`src/rtl/tile_reqmort_drain.sv`:
```
// tile_reqmort_drain
//
// Drains the per-tile cache-line request stream into the local L2 bank.
// Accepted requests are held in a small in-order queue. Each line is
// written to the bank as 66-bit beats (only the beats enabled by the
// request's mask, lowest index first) followed by one tag/state write.
// An expunge request becomes a single invalidate instead. Requests whose
// tile coordinates do not match this tile are dropped and counted.
//
// Ports:
//   clk, rst      clock; synchronous active-high reset
//   in_valid      request present (from the FIFO's outen)
//   in_data       528-bit line, beat k = [66k+65:66k]
//   in_addr       37-bit line address, [1:0] = tile X, [3:2] = tile Y
//   in_size       {shared, exclusive, phymsk[39:0]}; phymsk[7:0] = beat mask
//   in_expun      expunge request
//   in_ready      a queue entry is free
//   bank_we       beat write valid, with bank_addr/bank_beat/bank_wdata
//   bank_inv      invalidate valid, with bank_addr
//   tag_we        tag/state write valid, with tag_shared/tag_excl/tag_phy
//   bank_ready    bank accepts the currently asserted write/invalidate
//   busy          FSM active or queue non-empty
//   misroute_cnt  saturating count of dropped requests
module tile_reqmort_drain #(
  parameter int TILE_X = 0,
  parameter int TILE_Y = 0,
  parameter int DEPTH  = 4
) (
  input  logic         clk,
  input  logic         rst,
  input  logic         in_valid,
  input  logic [527:0] in_data,
  input  logic [36:0]  in_addr,
  input  logic [41:0]  in_size,
  input  logic         in_expun,
  output logic         in_ready,
  output logic         bank_we,
  output logic [36:0]  bank_addr,
  output logic [2:0]   bank_beat,
  output logic [65:0]  bank_wdata,
  output logic         bank_inv,
  output logic         tag_we,
  output logic         tag_shared,
  output logic         tag_excl,
  output logic [31:0]  tag_phy,
  input  logic         bank_ready,
  output logic         busy,
  output logic [7:0]   misroute_cnt
);

  localparam int PW = (DEPTH > 1) ? $clog2(DEPTH) : 1;
  localparam int CW = PW + 1;
  localparam logic [CW-1:0] FULL = CW'(DEPTH);
  localparam logic [1:0] TX = 2'(TILE_X);
  localparam logic [1:0] TY = 2'(TILE_Y);

  typedef enum logic [1:0] {IDLE, BEAT, TAG, EXPUN} state_t;

  state_t state, state_next;

  logic [527:0] q_data  [DEPTH];
  logic [36:0]  q_addr  [DEPTH];
  logic [41:0]  q_size  [DEPTH];
  logic         q_expun [DEPTH];

  logic [PW-1:0] wr_ptr, rd_ptr;
  logic [CW-1:0] count;
  logic [7:0]    mis_cnt;

  logic [36:0]  addr;
  logic [527:0] data;
  logic [7:0]   mask;
  logic         sh, ex;
  logic [31:0]  phy;
  logic [2:0]   beat;

  logic        accept, tile_ok, push, pop, load, advance, active;
  logic [41:0] head_size;
  logic [7:0]  mask_cleared;

  function automatic logic [2:0] lowest_bit(input logic [7:0] m);
    lowest_bit = '0;
    for (int i = 7; i >= 0; i--) begin
      if (m[i]) lowest_bit = 3'(i);
    end
  endfunction

  // A misrouted request still completes its handshake but never enters the queue.
  assign active       = !rst;
  assign in_ready     = active && (count != FULL);
  assign accept       = in_valid && in_ready;
  assign tile_ok      = (in_addr[1:0] == TX) && (in_addr[3:2] == TY);
  assign push         = accept && tile_ok;
  assign head_size    = q_size[rd_ptr];
  assign mask_cleared = mask & ~(8'b1 << beat);

  // Next-state decode; the head entry is only popped once its final
  // tag write or invalidate has been accepted by the bank.
  always_comb begin
    state_next = state;
    load       = 1'b0;
    advance    = 1'b0;
    pop        = 1'b0;
    case (state)
      IDLE: begin
        if (count != '0) begin
          load = 1'b1;
          if (q_expun[rd_ptr])            state_next = EXPUN;
          else if (head_size[7:0] == '0)  state_next = TAG;
          else                            state_next = BEAT;
        end
      end
      BEAT: begin
        if (bank_ready) begin
          advance = 1'b1;
          if (mask_cleared == '0) state_next = TAG;
        end
      end
      TAG, EXPUN: begin
        if (bank_ready) begin
          pop        = 1'b1;
          state_next = IDLE;
        end
      end
      default: state_next = IDLE;
    endcase
  end

  // State register.
  always_ff @(posedge clk) begin
    if (rst) state <= IDLE;
    else     state <= state_next;
  end

  // Working registers: loaded from the head in IDLE, then the mask is
  // consumed one beat at a time so the lowest remaining bit is always next.
  always_ff @(posedge clk) begin
    if (rst) begin
      addr <= '0;
      data <= '0;
      mask <= '0;
      sh   <= 1'b0;
      ex   <= 1'b0;
      phy  <= '0;
      beat <= '0;
    end else if (load) begin
      addr <= q_addr[rd_ptr];
      data <= q_data[rd_ptr];
      mask <= head_size[7:0];
      sh   <= head_size[41];
      ex   <= head_size[40];
      phy  <= head_size[39:8];
      beat <= lowest_bit(head_size[7:0]);
    end else if (advance) begin
      mask <= mask_cleared;
      beat <= lowest_bit(mask_cleared);
    end
  end

  // Queue storage; contents need no reset since count gates every read.
  always_ff @(posedge clk) begin
    if (push) begin
      q_data[wr_ptr]  <= in_data;
      q_addr[wr_ptr]  <= in_addr;
      q_size[wr_ptr]  <= in_size;
      q_expun[wr_ptr] <= in_expun;
    end
  end

  // Pointers and occupancy; a simultaneous push and pop leaves count alone.
  always_ff @(posedge clk) begin
    if (rst) begin
      wr_ptr <= '0;
      rd_ptr <= '0;
      count  <= '0;
    end else begin
      if (push) wr_ptr <= wr_ptr + PW'(1);
      if (pop)  rd_ptr <= rd_ptr + PW'(1);
      case ({push, pop})
        2'b10:   count <= count + CW'(1);
        2'b01:   count <= count - CW'(1);
        default: count <= count;
      endcase
    end
  end

  // Saturating misroute counter.
  always_ff @(posedge clk) begin
    if (rst)                                 mis_cnt <= '0;
    else if (accept && !tile_ok && mis_cnt != 8'hFF) mis_cnt <= mis_cnt + 8'd1;
  end

  // Outputs come from registered state only; rst forces them low while asserted.
  assign bank_we      = active && (state == BEAT);
  assign bank_inv     = active && (state == EXPUN);
  assign tag_we       = active && (state == TAG);
  assign bank_addr    = (active && state != IDLE) ? addr : '0;
  assign bank_beat    = bank_we ? beat : '0;
  assign bank_wdata   = bank_we ? data[int'(beat)*66 +: 66] : '0;
  assign tag_shared   = tag_we && sh;
  assign tag_excl     = tag_we && ex;
  assign tag_phy      = tag_we ? phy : '0;
  assign busy         = active && ((state != IDLE) || (count != '0));
  assign misroute_cnt = active ? mis_cnt : '0;

endmodule
```
`config.mk`:
```
export PLATFORM = sky130hd
export DESIGN_NAME = tile_reqmort_drain
export DESIGN_NICKNAME = d
export VERILOG_FILES = /design/src/rtl/tile_reqmort_drain.sv
export SDC_FILE = /design/constraint.sdc
export NUM_CORES = 2
export LEC_CHECK = 0
export ABC_AREA = 1
export CAP_MARGIN = 30
export CORE_UTILIZATION = 30
export CTS_CLUSTER_SIZE = 14
export DETAILED_ROUTE_END_ITERATION = 6
export PLACE_DENSITY = 0.49
export SLEW_MARGIN = 20
export SYNTH_ARGS = -nofsm -noshare
export SYNTH_HDL_FRONTEND = slang
export SYNTH_SLANG_ARGS = --single-unit
```
`constraint.sdc`:
```
create_clock -name clk -period 35.5 [get_ports clk]
set_input_delay 5.325 -clock clk [delete_from_list [all_inputs] [get_ports clk]]
set_output_delay 5.325 -clock clk [all_outputs]
set_load 0.1 [all_outputs]
```
# == Word level (Yosys, flattened, before mapping) ==
# Memory sizes are Yosys's and may differ from the RTL's. A register that Yosys moved wholly into a read port is not among the register bits.
# Index checks and enable logic that the tools add are counted.
# word_totals
regBits,62
mem_bits_rw,2432
inputBits,612
output_inout_bits,153
wordCells,106
mem_count,4
# memory_table
memory,depth,width,rd,rd_ports_with_merged_regs,wr,line_no,text
q_data,4,528,1,1,1,61,logic [527:0] q_data [DEPTH];
q_size,4,42,1,1,1,63,logic [41:0] q_size [DEPTH];
q_addr,4,37,1,1,1,62,logic [36:0] q_addr [DEPTH];
q_expun,4,1,1,1,1,64,logic q_expun [DEPTH];
# classes
n_addsub,5
n_mul,1
n_eq_ne,11
n_shift,2
n_mux,44
n_bitwise,2
n_reduce_logical,27
# ops
operator,n
$shiftx A528 B11 Y66,1
$mux W66,1
$mux W3,19
$mux W37,1
$mux W32,1
$mux W8,3
$mux W2,10
$logic_not A8 Y1,2
$logic_and A1 B1 Y1,13
$mul A3 B6 Y9 const B,1
$add A8 B1 Y8 const B,1
$and A8 B8 Y8,1
$ne A2 B2 Y1 const B,4
$ne A8 B8 Y1 const B,1
$not A8 Y8,1
$shl A1 B3 Y8 const A,1
$mux W1,7
$eq A2 B2 Y1 const B,3
$logic_not A2 Y1,3
$pmux W2 S3,1
$pmux W3 S2,1
$reduce_bool A2 Y1,3
$add A2 B1 Y2 const B,2
$eq A2 B1 Y1 const B,2
other kinds (8),9

# == Logic depth before layout (Yosys ltp) ==
# logic_depth
word_depth,13
depth_mapped,14
ltp_nobuf,13

# == Worst setup path after synthesis ==
# OpenSTA, ideal clock, no wires.
# synth_path
path_type,input-to-reg
from,in rst
to,mem q_addr[0][0] (enable)
setup_ns,1.598
arrival_time_ns,32.748
t_required_ns,33.902
setup_slack_ns,1.154
stages,6
path_buffers,1
cell_sequence,buf_6 > a31oi_1 > nand2_1 > nor2_1 > clkinv_1 > nor2_1
# synth_between
elab_chain_cells,6
# synth_lines
item,line_no,text
from (decl),30,"input logic rst,"
$logic_not A1 Y1,89,assign active = !rst;
$logic_and A1 B1 Y1,90,assign in_ready = active && (count != FULL);
named net in_ready,36,"output logic in_ready,"
$logic_and A1 B1 Y1,91,assign accept = in_valid && in_ready;
$logic_and A1 B1 Y1,93,assign push = accept && tile_ok;
$mux W1,162,if (push) begin
$mux W1 (not written as such),164,q_addr[wr_ptr] <= in_addr;
to (decl),62,
# The timed path passes the listed nets, and every way through them passes these cells.

# == Worst setup path in the final report ==
# layout_path
from,in rst
to,out bank_wdata[19]
# layout_between
elab_chain_cells,3
# layout_lines
item,line_no,text
$logic_not A1 Y1,89,
$logic_and A1 B1 Y1,194,assign bank_we = active && (state == BEAT);
$mux W66,199,assign bank_wdata = bank_we ? data[int'(beat)*66 +: 66] : '0;
to (decl),40,"output logic [65:0] bank_wdata,"
# No other way between the ends.

==> tab_implementation.tex <==
\begin{tabular}{lr}
\hline
Metric & Value \\
\hline
\multicolumn{2}{l}{\textbf{Timing}} \\
Setup repair after global routing missed its margin & false \\
Headroom to the max-slew limit & 13.9\% \\
Total count of max-transition violations in the final report & 0 \\
Transition at the pin with the smallest max-transition slack & around 1.3 ns \\
Setup violators final & 0 \\
Worst Slack Setup Final & 21.24 ns \\
Total negative slack for setup checks & 0 ns \\
Post-route minimum period & around 14 ns \\
Achievable Freq & 70.1 MHz \\
Worst Clk Skew & 0.0813 ns \\
Share of the cycle needed by the critical path after routing & 40.2\% \\
Final hold violations & 0 \\
\multicolumn{2}{l}{\textbf{Logic synthesis}} \\
Post-Synthesis Cell Area & 116,000 um2 \\
Synth Instances & about 9,600 \\
Post-synth top area cell & edfxtp\_1 \\
Sequential share of the synthesized area & 73.9\% \\
Syn Area/Cell & around 12 um2 \\
Number of unique standard cell types used by synthesis & 31 \\
Yosys reg bits & roughly 3,000 \\
Top-area cell type share of the netlist area & $\sim$63\% \\
Post-synth net total & 10,200 \\
Count of yosys warnings during synthesis & 0 \\
Area contributors post-synth & edfxtp\_1 63\%, dfxtp\_1 11\%, nor2\_1 8.1\% \\
\multicolumn{2}{l}{\textbf{Critical path}} \\
Arrival time at the worst endpoint & 8.94 ns \\
Worst reg2reg startpoint & count[1] \\
Worst setup slack for register-to-register paths & 29.65 ns \\
Kind of end point of the critical path & output port \\
Classification of the worst setup path & input port to output port \\
CP startpoint & rst \\
Setup crit start kind & input port \\
Worst endpoint required time & 30.17 ns \\
Endpoint of the worst register-to-register path & q\_data[2][412] \\
Depth of the worst register-to-register path & 10 \\
Maximum fanout along the worst path & 34 \\
\multicolumn{2}{l}{\textbf{Route}} \\
Number of search-and-repair iterations in the first detailed-routing pass & 7 \\
Routed length per instance & about 26 um \\
Via count of the routed design & 78,100 \\
DRC Markers & 2 \\
Mean number of vias per cell & 5.02 \\
Detail Route Antenna Nets & 0 \\
Starting DRT DRC Count & 6,889 \\
Routed wire length & a little over 400 mm \\
\multicolumn{2}{l}{\textbf{Power}} \\
VDD IR max & around 35 uV \\
Power density cells & 55.7 nW/um2 \\
Pwr Total & 7.79 mW \\
LEAKAGE & 46.0 nW \\
\multicolumn{2}{l}{\textbf{Clock tree}} \\
TritonCTS clock tree & yes \\
Post-CTS setup buffers & 0 \\
Source-to-sink clock delay at the later pin of the worst-skew pair & 0.95 ns \\
Total number of clock tree sinks & 3,061 \\
CTS resizes & 0 \\
Total of hold buffers inserted after clock tree synthesis & 0 \\
Number of buffers inserted during clock tree synthesis & 348 \\
Clock edge transition at the registers on the reported setup and hold paths & 0.06 ns \\
Root buffer cell & clkbuf\_16 \\
H-tree lvl count & 5 \\
Maximum clock path buffer count & 4 \\
\multicolumn{2}{l}{\textbf{Global route}} \\
Global-route wire length before repair & around 570 mm \\
Number of global-route vias before repair & 73,500 \\
Overflow after GRT & 0 \\
Pin count of the biggest net entering global routing & about 190 \\
Initial antenna violation count & 270 \\
Total global routing track utilization & 20.2\% \\
\multicolumn{2}{l}{\textbf{Final layout}} \\
Ratio of cells with drive above 1 in the final layout & 6.63\% \\
Non-filler cells in the finished layout & 15,600 \\
Layout overhead on the synthesized area & 20.6\% \\
Storage cell area & around 86,000 um2 \\
Cell area after layout & 140,000 um2 \\
Number of inserted filler cells in the final layout & 36,600 \\
Area occupied by multi-input gates & 26,700 um2 \\
Post-layout nets & 10,800 \\
\multicolumn{2}{l}{\textbf{Min path}} \\
Startpoint of the lowest-slack hold path & q\_data[1][247] \\
Worst Hold End & data[247] \\
Hold-critical path depth & 2 \\
Class of the tightest hold or removal check & flop to flop \\
\multicolumn{2}{l}{\textbf{Floorplan}} \\
Die Span X & 623 um \\
Area of the core & 383,000 um2 \\
Standard-cell row count & between 200 and 250 \\
Starting Density & 30.2\% \\
Number of top-level pins & 765 \\
Die Outline Area & 388,000 um2 \\
Chip Height & between 600 and 700 um \\
\multicolumn{2}{l}{\textbf{Outcome}} \\
Violated checks & DRC \\
Result of the run & finished with violations \\
\multicolumn{2}{l}{\textbf{Placed design}} \\
Input/output buffers & 764 \\
Final weighted congestion in routability-driven placement & 0.829 \\
Post-detailed-placement cell area & $\sim$130,000 um2 \\
Worst-case setup slack after placement & approximately 21 ns \\
Placed cell count & 14,800 \\
Placed wire-length estimate after detailed placement & about 250 mm \\
\multicolumn{2}{l}{\textbf{Flow run}} \\
Max\_cap viols & 0 \\
\hline
\end{tabular}
## where the power goes
part | total [mW] | switching (mW) | internal [mW]
clock | 3.48 | 1.48 | 2.00
combinational | 0.362 | 0.243 | 0.118
sequential | 3.94 | 0.0303 | 3.91
total | 7.79 | 1.75 | 6.03
## cells in the mapped netlist
library cell,instances
clkinv_1,4
a21oi_1,20
edfxtp_1,2432
o21ai_0,1812
a22oi_1,132
o211ai_1,1
a22o_1,66
nor2_2,4
a31oi_1,602
nand2_1,237
nand3_2,1
nor3b_1,1
nor3_1,6
fa_1,1
buf_6,1
nand4_1,2
buf_1,37
a32o_1,1
dfxtp_1,629
clkbuf_1,380
buf_4,43
o21ai_1,19
buf_2,240
xor2_1,2
inv_2,15
nor2_4,1
o221a_2,6
nor2_1,2504
nand3_1,286
inv_1,104
ha_1,6
## area by class of cell
cell class,instances,area share [%]
well taps,5038,4.51
multi-input cells,5710,19.1
clock inverters,149,0.930
inverters,123,0.363
diodes,97,0.174
clock buffers,498,7.03
flip-flops and latches,3061,61.3
repair buffers,900,6.61
## cell usage in the layout, fill, tap and decap left out, types with 34 or more instances in the layout
cell,instances
a22o_1,66
a22oi_1,132
a31oi_1,602
buf_4,101
clkbuf_1,99
clkbuf_16,352
clkbuf_8,47
clkdlybuf4s50_1,762
clkinv_1,34
clkinv_2,73
dfxtp_1,625
diode_2,97
edfxtp_1,2432
inv_1,104
nand2_1,236
nand3_1,286
nor2_1,2500
o21ai_0,1812
## worst max-delay path, cell delays in order
cell and delay [ns]:
clkdlybuf4s50_1 0.84, nor2_2 0.31, inv_2 0.18, nor2_4 0.11
buf_4 0.43, buf_12 0.31, a22o_1 0.21, clkdlybuf4s50_1 1.15
## per-stage QoR
stage	hold slack [ns]	util, %
2_1_floorplan	0.442	-
3_3_place_gp	0.484	33.4
3_5_place_dp	0.487	33.4
4_1_cts	0.477	36.3
5_1_grt	0.523	36.4
6_report	0.482	36.5
## registers in the layout (all words and copies together) (netlist names), 3 cells and up, named ones only
name and count:
phy 32, mis_cnt 8, mask 8, q_data 2112, q_expun 4, addr 37, count 3, beat 3
data 528, q_size 168, q_addr 148
## per-layer routing
metal  vias up  wire (um)  global-route usage [%]
met1     38600     167000                    25.5
met4        70      27300                    12.9
met2      2674     188000                    32.0
met3       870      25200                    3.82
li1      35900          -                       -
met5         -        443                       0
## worst max path at each step
stage	to	slack (ns)
CTS	bank_wdata[19]	21.08
floorplan	q_addr[0][0]	1.15
global route	bank_wdata[18]	21.07
detailed placement	bank_wdata[45]	21.09
finish	bank_wdata[19]	21.24
global placement	bank_wdata[33]	21.19
## kinds of logic (layout without fill, tap and decap cells)
family	count (synthesis)	count (layout)	synth area share, %
compound gates	2659	2659	12.7
other cells	0	97	0
buf+inv	824	1670	3.08
fa+ha+maj	7	7	0.0821
simple gates	3042	3042	10.2
flops	3061	3061	73.9
xor+xnor	2	2	0.0151
Note: power is estimated with default switching activity, not from simulation.
